File: src/rtl/uart_pkg.sv
// Shared register map, STATUS bit positions, FSM encodings and divider helper
// for the memory-mapped UART.
package uart_pkg;

   localparam logic [2:0] REG_STATUS  = 3'd0;
   localparam logic [2:0] REG_TX_DATA = 3'd1;
   localparam logic [2:0] REG_RX_DATA = 3'd2;
   localparam logic [2:0] REG_RX_POP  = 3'd3;
   localparam logic [2:0] REG_DIVIDER = 3'd4;

   localparam int unsigned ST_RX_VALID    = 0;
   localparam int unsigned ST_TX_FULL     = 1;
   localparam int unsigned ST_TX_IDLE     = 2;
   localparam int unsigned ST_RX_OVERRUN  = 3;
   localparam int unsigned ST_FRAMING_ERR = 4;
   localparam int unsigned ST_TX_OVERFLOW = 5;

   localparam logic [15:0] MIN_DIVIDER = 16'd4;

   typedef enum logic [1:0] {TX_IDLE, TX_START, TX_DATA, TX_STOP} tx_state_t;
   typedef enum logic [1:0] {RX_IDLE, RX_START, RX_DATA, RX_STOP} rx_state_t;

   function automatic logic [15:0] clamp_divider(input logic [15:0] d);
      return (d < MIN_DIVIDER) ? MIN_DIVIDER : d;
   endfunction

endpackage

File: src/rtl/uart_device_fifo.sv
// Byte-wide synchronous FIFO; a push into a full FIFO is accepted only when a
// pop happens in the same cycle.
module byte_fifo
   import uart_pkg::*;
#(
   parameter int unsigned DEPTH = 8
) (
   input  logic                     clock,
   input  logic                     reset,
   input  logic                     push,
   input  logic                     pop,
   input  logic [7:0]               din,
   output logic [7:0]               dout,
   output logic                     full,
   output logic                     empty,
   output logic [$clog2(DEPTH):0]   count
);

   localparam int unsigned AW = $clog2(DEPTH);
   localparam int unsigned CW = AW + 1;

   logic [7:0]    mem [DEPTH];
   logic [AW-1:0] wr_ptr;
   logic [AW-1:0] rd_ptr;
   logic          do_push;
   logic          do_pop;

   assign empty   = (count == '0);
   assign full    = (count == CW'(DEPTH));
   assign do_pop  = pop && !empty;
   assign do_push = push && (!full || do_pop);
   assign dout    = mem[rd_ptr];

   always_ff @(posedge clock) begin
      if (do_push) begin
         mem[wr_ptr] <= din;
      end
   end

   always_ff @(posedge clock) begin
      if (reset) begin
         wr_ptr <= '0;
         rd_ptr <= '0;
         count  <= '0;
      end else begin
         if (do_push) begin
            wr_ptr <= wr_ptr + 1'b1;
         end
         if (do_pop) begin
            rd_ptr <= rd_ptr + 1'b1;
         end
         if (do_push && !do_pop) begin
            count <= count + 1'b1;
         end else if (do_pop && !do_push) begin
            count <= count - 1'b1;
         end
      end
   end

endmodule

File: src/rtl/uart_device.sv
// Memory-mapped 8N1 UART: STATUS/TX_DATA/RX_DATA/RX_POP/DIVIDER registers,
// TX and RX byte FIFOs, programmable baud divider latched per frame.
module uart_device
   import uart_pkg::*;
#(
   parameter int unsigned CLOCKS_PER_BIT = 104,
   parameter int unsigned FIFO_DEPTH     = 8
) (
   input  logic        clock,
   input  logic        reset,
   input  logic        write_enable,
   input  logic [15:0] address,
   input  logic [15:0] data_in,
   output logic [15:0] data_out,
   input  logic        rx,
   output logic        tx
);

   localparam int unsigned CW = $clog2(FIFO_DEPTH) + 1;

   logic [2:0]    reg_sel;
   logic          unused_address;
   logic [15:0]   divider;
   logic [15:0]   status;

   logic          tx_push, tx_full, tx_empty;
   logic [7:0]    tx_fifo_dout;
   logic [CW-1:0] tx_count;
   logic          rx_push, rx_pop, rx_full, rx_empty;
   logic [7:0]    rx_fifo_dout;
   logic [CW-1:0] rx_count;

   logic          status_wr;
   logic          rx_overrun, framing_error, tx_overflow;

   tx_state_t     tx_state, tx_next;
   logic [15:0]   tx_div, tx_cnt;
   logic [2:0]    tx_bit;
   logic [7:0]    tx_shift;
   logic          tx_pop, tx_bit_end;

   rx_state_t     rx_state, rx_next;
   logic [1:0]    rx_sync;
   logic          rx_s, rx_prev;
   logic [15:0]   rx_div, rx_cnt;
   logic [2:0]    rx_bit;
   logic [7:0]    rx_shift;
   logic          rx_bit_end, rx_half_end, rx_sample, rx_frame_err;

   assign reg_sel        = address[2:0];
   assign unused_address = ^address[15:3];
   assign status_wr      = write_enable && (reg_sel == REG_STATUS);
   assign tx_push        = write_enable && (reg_sel == REG_TX_DATA);
   assign rx_pop         = write_enable && (reg_sel == REG_RX_POP);

   byte_fifo #(.DEPTH(FIFO_DEPTH)) u_tx_fifo (
      .clock (clock),
      .reset (reset),
      .push  (tx_push),
      .pop   (tx_pop),
      .din   (data_in[7:0]),
      .dout  (tx_fifo_dout),
      .full  (tx_full),
      .empty (tx_empty),
      .count (tx_count)
   );

   byte_fifo #(.DEPTH(FIFO_DEPTH)) u_rx_fifo (
      .clock (clock),
      .reset (reset),
      .push  (rx_push),
      .pop   (rx_pop),
      .din   (rx_shift),
      .dout  (rx_fifo_dout),
      .full  (rx_full),
      .empty (rx_empty),
      .count (rx_count)
   );

   always_ff @(posedge clock) begin
      if (reset) begin
         divider <= 16'(CLOCKS_PER_BIT);
      end else if (write_enable && (reg_sel == REG_DIVIDER)) begin
         divider <= data_in;
      end
   end

   // ---------------- transmitter ----------------
   always_comb begin
      tx_next    = tx_state;
      tx_pop     = 1'b0;
      tx_bit_end = (tx_cnt == tx_div - 16'd1);
      case (tx_state)
         TX_IDLE: begin
            if (!tx_empty) begin
               tx_next = TX_START;
               tx_pop  = 1'b1;
            end
         end
         TX_START: if (tx_bit_end) tx_next = TX_DATA;
         TX_DATA:  if (tx_bit_end && (tx_bit == 3'd7)) tx_next = TX_STOP;
         TX_STOP: begin
            if (tx_bit_end) begin
               // chain straight into the next frame so there is no idle gap
               if (!tx_empty) begin
                  tx_next = TX_START;
                  tx_pop  = 1'b1;
               end else begin
                  tx_next = TX_IDLE;
               end
            end
         end
         default: tx_next = TX_IDLE;
      endcase
   end

   always_ff @(posedge clock) begin
      if (reset) begin
         tx_state <= TX_IDLE;
         tx_cnt   <= '0;
         tx_bit   <= '0;
         tx_shift <= '1;
         tx_div   <= clamp_divider(16'(CLOCKS_PER_BIT));
      end else begin
         tx_state <= tx_next;
         if (tx_pop) begin
            tx_shift <= tx_fifo_dout;
            tx_div   <= clamp_divider(divider);
            tx_cnt   <= '0;
            tx_bit   <= '0;
         end else if (tx_state == TX_IDLE) begin
            tx_cnt <= '0;
         end else if (tx_bit_end) begin
            tx_cnt <= '0;
            if (tx_state == TX_DATA) begin
               tx_shift <= {1'b1, tx_shift[7:1]};
               tx_bit   <= tx_bit + 3'd1;
            end
         end else begin
            tx_cnt <= tx_cnt + 16'd1;
         end
      end
   end

   always_comb begin
      case (tx_state)
         TX_START: tx = 1'b0;
         TX_DATA:  tx = tx_shift[0];
         default:  tx = 1'b1;
      endcase
   end

   // ---------------- receiver ----------------
   always_ff @(posedge clock) begin
      if (reset) begin
         rx_sync <= '1;
         rx_prev <= 1'b1;
      end else begin
         rx_sync <= {rx_sync[0], rx};
         rx_prev <= rx_sync[1];
      end
   end

   assign rx_s = rx_sync[1];

   always_comb begin
      rx_next      = rx_state;
      rx_sample    = 1'b0;
      rx_push      = 1'b0;
      rx_frame_err = 1'b0;
      rx_bit_end   = (rx_cnt == rx_div - 16'd1);
      rx_half_end  = (rx_cnt == (rx_div >> 1) - 16'd1);
      case (rx_state)
         RX_IDLE:  if (rx_prev && !rx_s) rx_next = RX_START;
         RX_START: if (rx_half_end) rx_next = rx_s ? RX_IDLE : RX_DATA;
         RX_DATA: begin
            if (rx_bit_end) begin
               rx_sample = 1'b1;
               if (rx_bit == 3'd7) rx_next = RX_STOP;
            end
         end
         RX_STOP: begin
            if (rx_bit_end) begin
               rx_next      = RX_IDLE;
               rx_push      = rx_s;
               rx_frame_err = !rx_s;
            end
         end
         default: rx_next = RX_IDLE;
      endcase
   end

   // counter restarts at mid start bit so later samples land mid-bit
   always_ff @(posedge clock) begin
      if (reset) begin
         rx_state <= RX_IDLE;
         rx_cnt   <= '0;
         rx_bit   <= '0;
         rx_shift <= '0;
         rx_div   <= clamp_divider(16'(CLOCKS_PER_BIT));
      end else begin
         rx_state <= rx_next;
         if (rx_state == RX_IDLE) begin
            rx_cnt <= '0;
            rx_bit <= '0;
            if (rx_next == RX_START) rx_div <= clamp_divider(divider);
         end else if (((rx_state == RX_START) && rx_half_end) || rx_bit_end) begin
            rx_cnt <= '0;
            if (rx_sample) begin
               rx_shift <= {rx_s, rx_shift[7:1]};
               rx_bit   <= rx_bit + 3'd1;
            end
         end else begin
            rx_cnt <= rx_cnt + 16'd1;
         end
      end
   end

   // ---------------- status and read port ----------------
   always_ff @(posedge clock) begin
      if (reset) begin
         rx_overrun    <= 1'b0;
         framing_error <= 1'b0;
         tx_overflow   <= 1'b0;
      end else begin
         rx_overrun    <= (rx_overrun & ~(status_wr & data_in[ST_RX_OVERRUN]))
                          | (rx_push & rx_full & ~rx_pop);
         framing_error <= (framing_error & ~(status_wr & data_in[ST_FRAMING_ERR]))
                          | rx_frame_err;
         tx_overflow   <= (tx_overflow & ~(status_wr & data_in[ST_TX_OVERFLOW]))
                          | (tx_push & tx_full & ~tx_pop);
      end
   end

   always_comb begin
      status                 = '0;
      status[ST_RX_VALID]    = !rx_empty;
      status[ST_TX_FULL]     = tx_full;
      status[ST_TX_IDLE]     = tx_empty && (tx_state == TX_IDLE);
      status[ST_RX_OVERRUN]  = rx_overrun;
      status[ST_FRAMING_ERR] = framing_error;
      status[ST_TX_OVERFLOW] = tx_overflow;
      status[11:8]           = 4'(rx_count);
      status[15:12]          = 4'(tx_count);
   end

   always_ff @(posedge clock) begin
      if (reset) begin
         data_out <= '0;
      end else begin
         case (reg_sel)
            REG_STATUS:  data_out <= status;
            REG_RX_DATA: data_out <= rx_empty ? 16'h0000 : {8'h00, rx_fifo_dout};
            REG_DIVIDER: data_out <= divider;
            default:     data_out <= '0;
         endcase
      end
   end

endmodule

File: config.mk
export PLATFORM = sky130hd
export DESIGN_NAME = uart_device
export DESIGN_NICKNAME = d
export VERILOG_FILES = /design/src/rtl/uart_pkg.sv /design/src/rtl/uart_device_fifo.sv /design/src/rtl/uart_device.sv
export SDC_FILE = /design/constraint.sdc
export NUM_CORES = 1
export LEC_CHECK = 0
export CELL_PAD_IN_SITES_DETAIL_PLACEMENT = 2
export CELL_PAD_IN_SITES_GLOBAL_PLACEMENT = 2
export CORE_MARGIN = 2
export CORE_UTILIZATION = 41
export CTS_CLUSTER_SIZE = 10
export DETAILED_ROUTE_END_ITERATION = 12
export PLACE_DENSITY = 0.84
export SLEW_MARGIN = 20
export SYNTH_ARGS = -nofsm -noshare
export SYNTH_HDL_FRONTEND = slang
export SYNTH_SLANG_ARGS = --single-unit
File: constraint.sdc
create_clock -name clock -period 5.9 [get_ports clock]
set_input_delay 0.885 -clock clock [delete_from_list [all_inputs] [get_ports clock]]
set_output_delay 0.885 -clock clock [all_outputs]
set_load 0.02 [all_outputs]
==> flow_summary.yaml <==
outcome:
  status: "finished clean"
layout:
  fillers: 3107
  layout.cells.non_filler: 1636
  antenna_cells: 0
  nets: 1273
  syn_to_final_growth_pct: 13.8
  postLayoutCoreUtil: 0.472
  final_layout_size_suffix_gt1_frac: 0.104
routing:
  via_per_inst: 5.75
  wl_per_cell_um: 23.5
  drc: 0
  ant_nets: 0
  drt_iter0_drc: 508
  wl_um: 38400
  drt-pass1-iter-count: 5
  vias: 9405
floorplanning:
  dieWidth_um: 182
  start_util: 0.415
  die_area_um2: 33300
  die_h_um: 182
  rows: 65
  coreArea_um2: 31500
  pin_count: 53
setup_path:
  ff2ff_setup_slack_ns: 0.77
  path_cells: "inv_1, ha_1, nor3b_1, buf_4, nand3_1, xnor2_1, or3b_2, nor4_1, nor3b_1, nand3_1, inv_1, ha_1, inv_1, ha_1, a21o_1, a21oi_1, xnor2_1, or3_1, a21oi_1"
  critPathTopFamily: "simple AND/OR/NAND/NOR gates"
  path_max_fanout: 10
  endpoint_kind: "flop"
  reg2reg_to: "u_rx_fifo.count[3]"
  critPathKind: "flop to flop"
  r2r-start: "rx_div[1]"
  arrival_ns: 5.58
  path_depth: 19
  start_kind: "flop"
  critPathMaxStageDelay_ns: 0.50
  r2r_cells: 19
  required_ns: 6.35
  crit_buf_inv: 4
  critPathSlowestCell: "nor4_1"
timing:
  setup-violations-final: 0
  clock.fmax_mhz: 195
  finalClockSkew_ns: 0.0212
  finalCritPeriodShare: 0.870
  max-slew-margin-rel: 0.267
  rsz0062_at_grt: "false"
  whs_ns: 0.420
  tightest_slew_ns: 1.09
  fin_crit_ns: 5.13
  hold_violations: 0
  slew_violations: 0
  fin_ws_ns: 0.769
  setup-tns-final_ns: 0
logic_synthesis:
  synth_edf_count: 128
  synth_ff_type: "dfxtp_1"
  syn_nets: 1251
  avgSynthCellArea_um2: 11.0
  synthArstFlopShare: 0
  synth_seq_cells: 282
  synth-seq-area-share: 0.531
  synth_cell_type_count: 72
  yosys_warnings: 0
  synthCells: 1188
  syn_area_um2: 13100
clocking:
  post_cts_buffers: 0
  clock_latency_ns: 0.53
  cts_resized: 0
  path_clk_slew_ns: 0.06
  cts_tree: "built"
  htreeDepth: 2
  clk_path_buf_depth: 3
  root_buffer: "clkbuf_16"
  cts_hold_buf: 0
  cts_made_buffers: 35
  cts.sinks: 282
placement:
  portBuffers: 39
  dp.cells: 1575
  dp_slack_ns: 0.854
  routabilityCongestion: 0.812
  hpwlAfterDp_um: 25400
min_path:
  hold_depth: 1
  hold_class: "flop to flop"
  min_to: "rx_sync[1]"
  hp-start: "rx_sync[0]"
pwr:
  p_leak_uw: 0.00497
  p_per_area_nw_per_um2: 338
  ir_drop_mv: 0.353
global_route:
  grt_pass1_vias: 10300
  grt_start_max_net_pins: 65
  grt_use_total: 0.236
  grt.overflow.total: 0
  grt_pass1_wl_um: 60600
  antenna_found_initial: 0
run:
  cap_violations: 0
[cells by family after synthesis]
| logic type | after synthesis | share of synthesized area |
|---|---|---|
| xor+xnor | 92 | 0.0617 |
| simple gates | 446 | 0.172 |
| mux | 83 | 0.0948 |
| compound gates | 156 | 0.0802 |
| flops | 282 | 0.531 |
| fa+ha+maj | 28 | 0.0278 |
| buf+inv | 101 | 0.0325 |
[synth_stat cells, drive strengths merged, types with 8 or more instances]
cell type,n,area share
clkbuf,55,0.016
ha,25,0.024
nor3,23,0.0092
and4,8,0.0054
a31oi,10,0.0048
or3,21,0.011
nor4,27,0.016
edfxtp,128,0.29
and2,8,0.0038
nand2,133,0.038
nor2b,12,0.0058
nand2b,12,0.0058
a211oi,14,0.0081
dfxtp,154,0.24
nor2,110,0.032
a21oi,69,0.026
mux4,32,0.055
mux2i,46,0.035
nand4,11,0.0058
xnor2,51,0.034
o21ai,18,0.0069
nand3b,12,0.0069
and3,14,0.0067
inv,27,0.0078
nand3,33,0.013
xor2,41,0.028
buf,19,0.0088
[state kept, by name, summed over array words and instances, names as in the netlist, 4 cells and up, named ones only]
name	count
u_tx_fifo.mem	64
tx_shift	8
u_rx_fifo.mem	64
divider	16
tx_div	16
u_tx_fifo.count	4
rx_div	16
u_rx_fifo.count	4
data_out	16
tx_cnt	16
rx_cnt	16
rx_shift	8
[worst max path at each step]
| stage | from | to | slack, ns |
|---|---|---|---|
| 2_1_floorplan | tx_div[7] | u_tx_fifo.count[3] | 1.66 |
| 3_3_place_gp | rx_div[1] | u_rx_fifo.count[3] | 1.10 |
| 3_5_place_dp | rx_div[1] | u_rx_fifo.count[3] | 0.85 |
| 4_1_cts | rx_div[1] | u_rx_fifo.count[3] | 0.80 |
| 5_1_grt | rx_div[1] | u_rx_fifo.count[3] | 0.34 |
| 6_report | rx_div[1] | u_rx_fifo.count[3] | 0.77 |
[power breakdown]
group          switching (µW)  total, µW  internal (µW)
logic                     447        760            313
clock network             834       2020           1180
registers                 133       2250           2120
[layer usage]
| layer | global-route usage | part of all wire |
|---|---|---|
| met1 | 0.296 | 0.43 |
| met2 | 0.419 | 0.51 |
| met3 | 0.0313 | 0.035 |
| met4 | 0.0790 | 0.029 |
| met5 | 0 | 0 |
[layout by cell type, fill, tap and decap left out, types with 10 or more instances in the layout]
| master | synthesis | layout |
|---|---|---|
| nor3_1 | 22 | 19 |
| a21oi_1 | 69 | 69 |
| clkbuf_16 | 0 | 35 |
| a211oi_1 | 14 | 14 |
| nand2_1 | 133 | 133 |
| mux4_2 | 32 | 32 |
| nor4_1 | 23 | 23 |
| and3_1 | 14 | 14 |
| buf_4 | 2 | 21 |
| inv_1 | 25 | 25 |
| xor2_1 | 41 | 41 |
| nand3_1 | 33 | 33 |
| clkdlybuf4s50_1 | 0 | 38 |
| nand4_1 | 10 | 10 |
| nand3b_1 | 12 | 12 |
| clkbuf_1 | 54 | 19 |
| nor2_1 | 110 | 110 |
| edfxtp_1 | 128 | 128 |
| xnor2_1 | 51 | 51 |
| or3_1 | 19 | 19 |
| nand2b_1 | 12 | 12 |
| dfxtp_1 | 154 | 152 |
| mux2i_1 | 46 | 46 |
| ha_1 | 25 | 25 |
| nor2b_1 | 12 | 12 |
| o21ai_0 | 18 | 18 |
| a31oi_1 | 10 | 10 |
[metrics by stage]
step | cell area (µm²) | total power, µW
after floorplan | 13100 | 2840
after global placement | 13800 | 2980
after detailed placement | 13800 | 3040
after CTS | 14800 | 5070
after global routing | 14900 | 5240
final | 14900 | 5030
[cell type report]
type / count / area (µm²) / share of cell area
Clock buffer: 56 / 975 / 0.0656
Clock inverter: 5 / 91.3 / 0.00615
Inverter: 27 / 101 / 0.00682
Multi-Input combinational cell: 805 / 5720 / 0.385
Sequential cell: 282 / 6930 / 0.467
Tap cell: 402 / 503 / 0.0339
Timing Repair Buffer: 59 / 538 / 0.0362
Power figures use the tool's default switching activity.
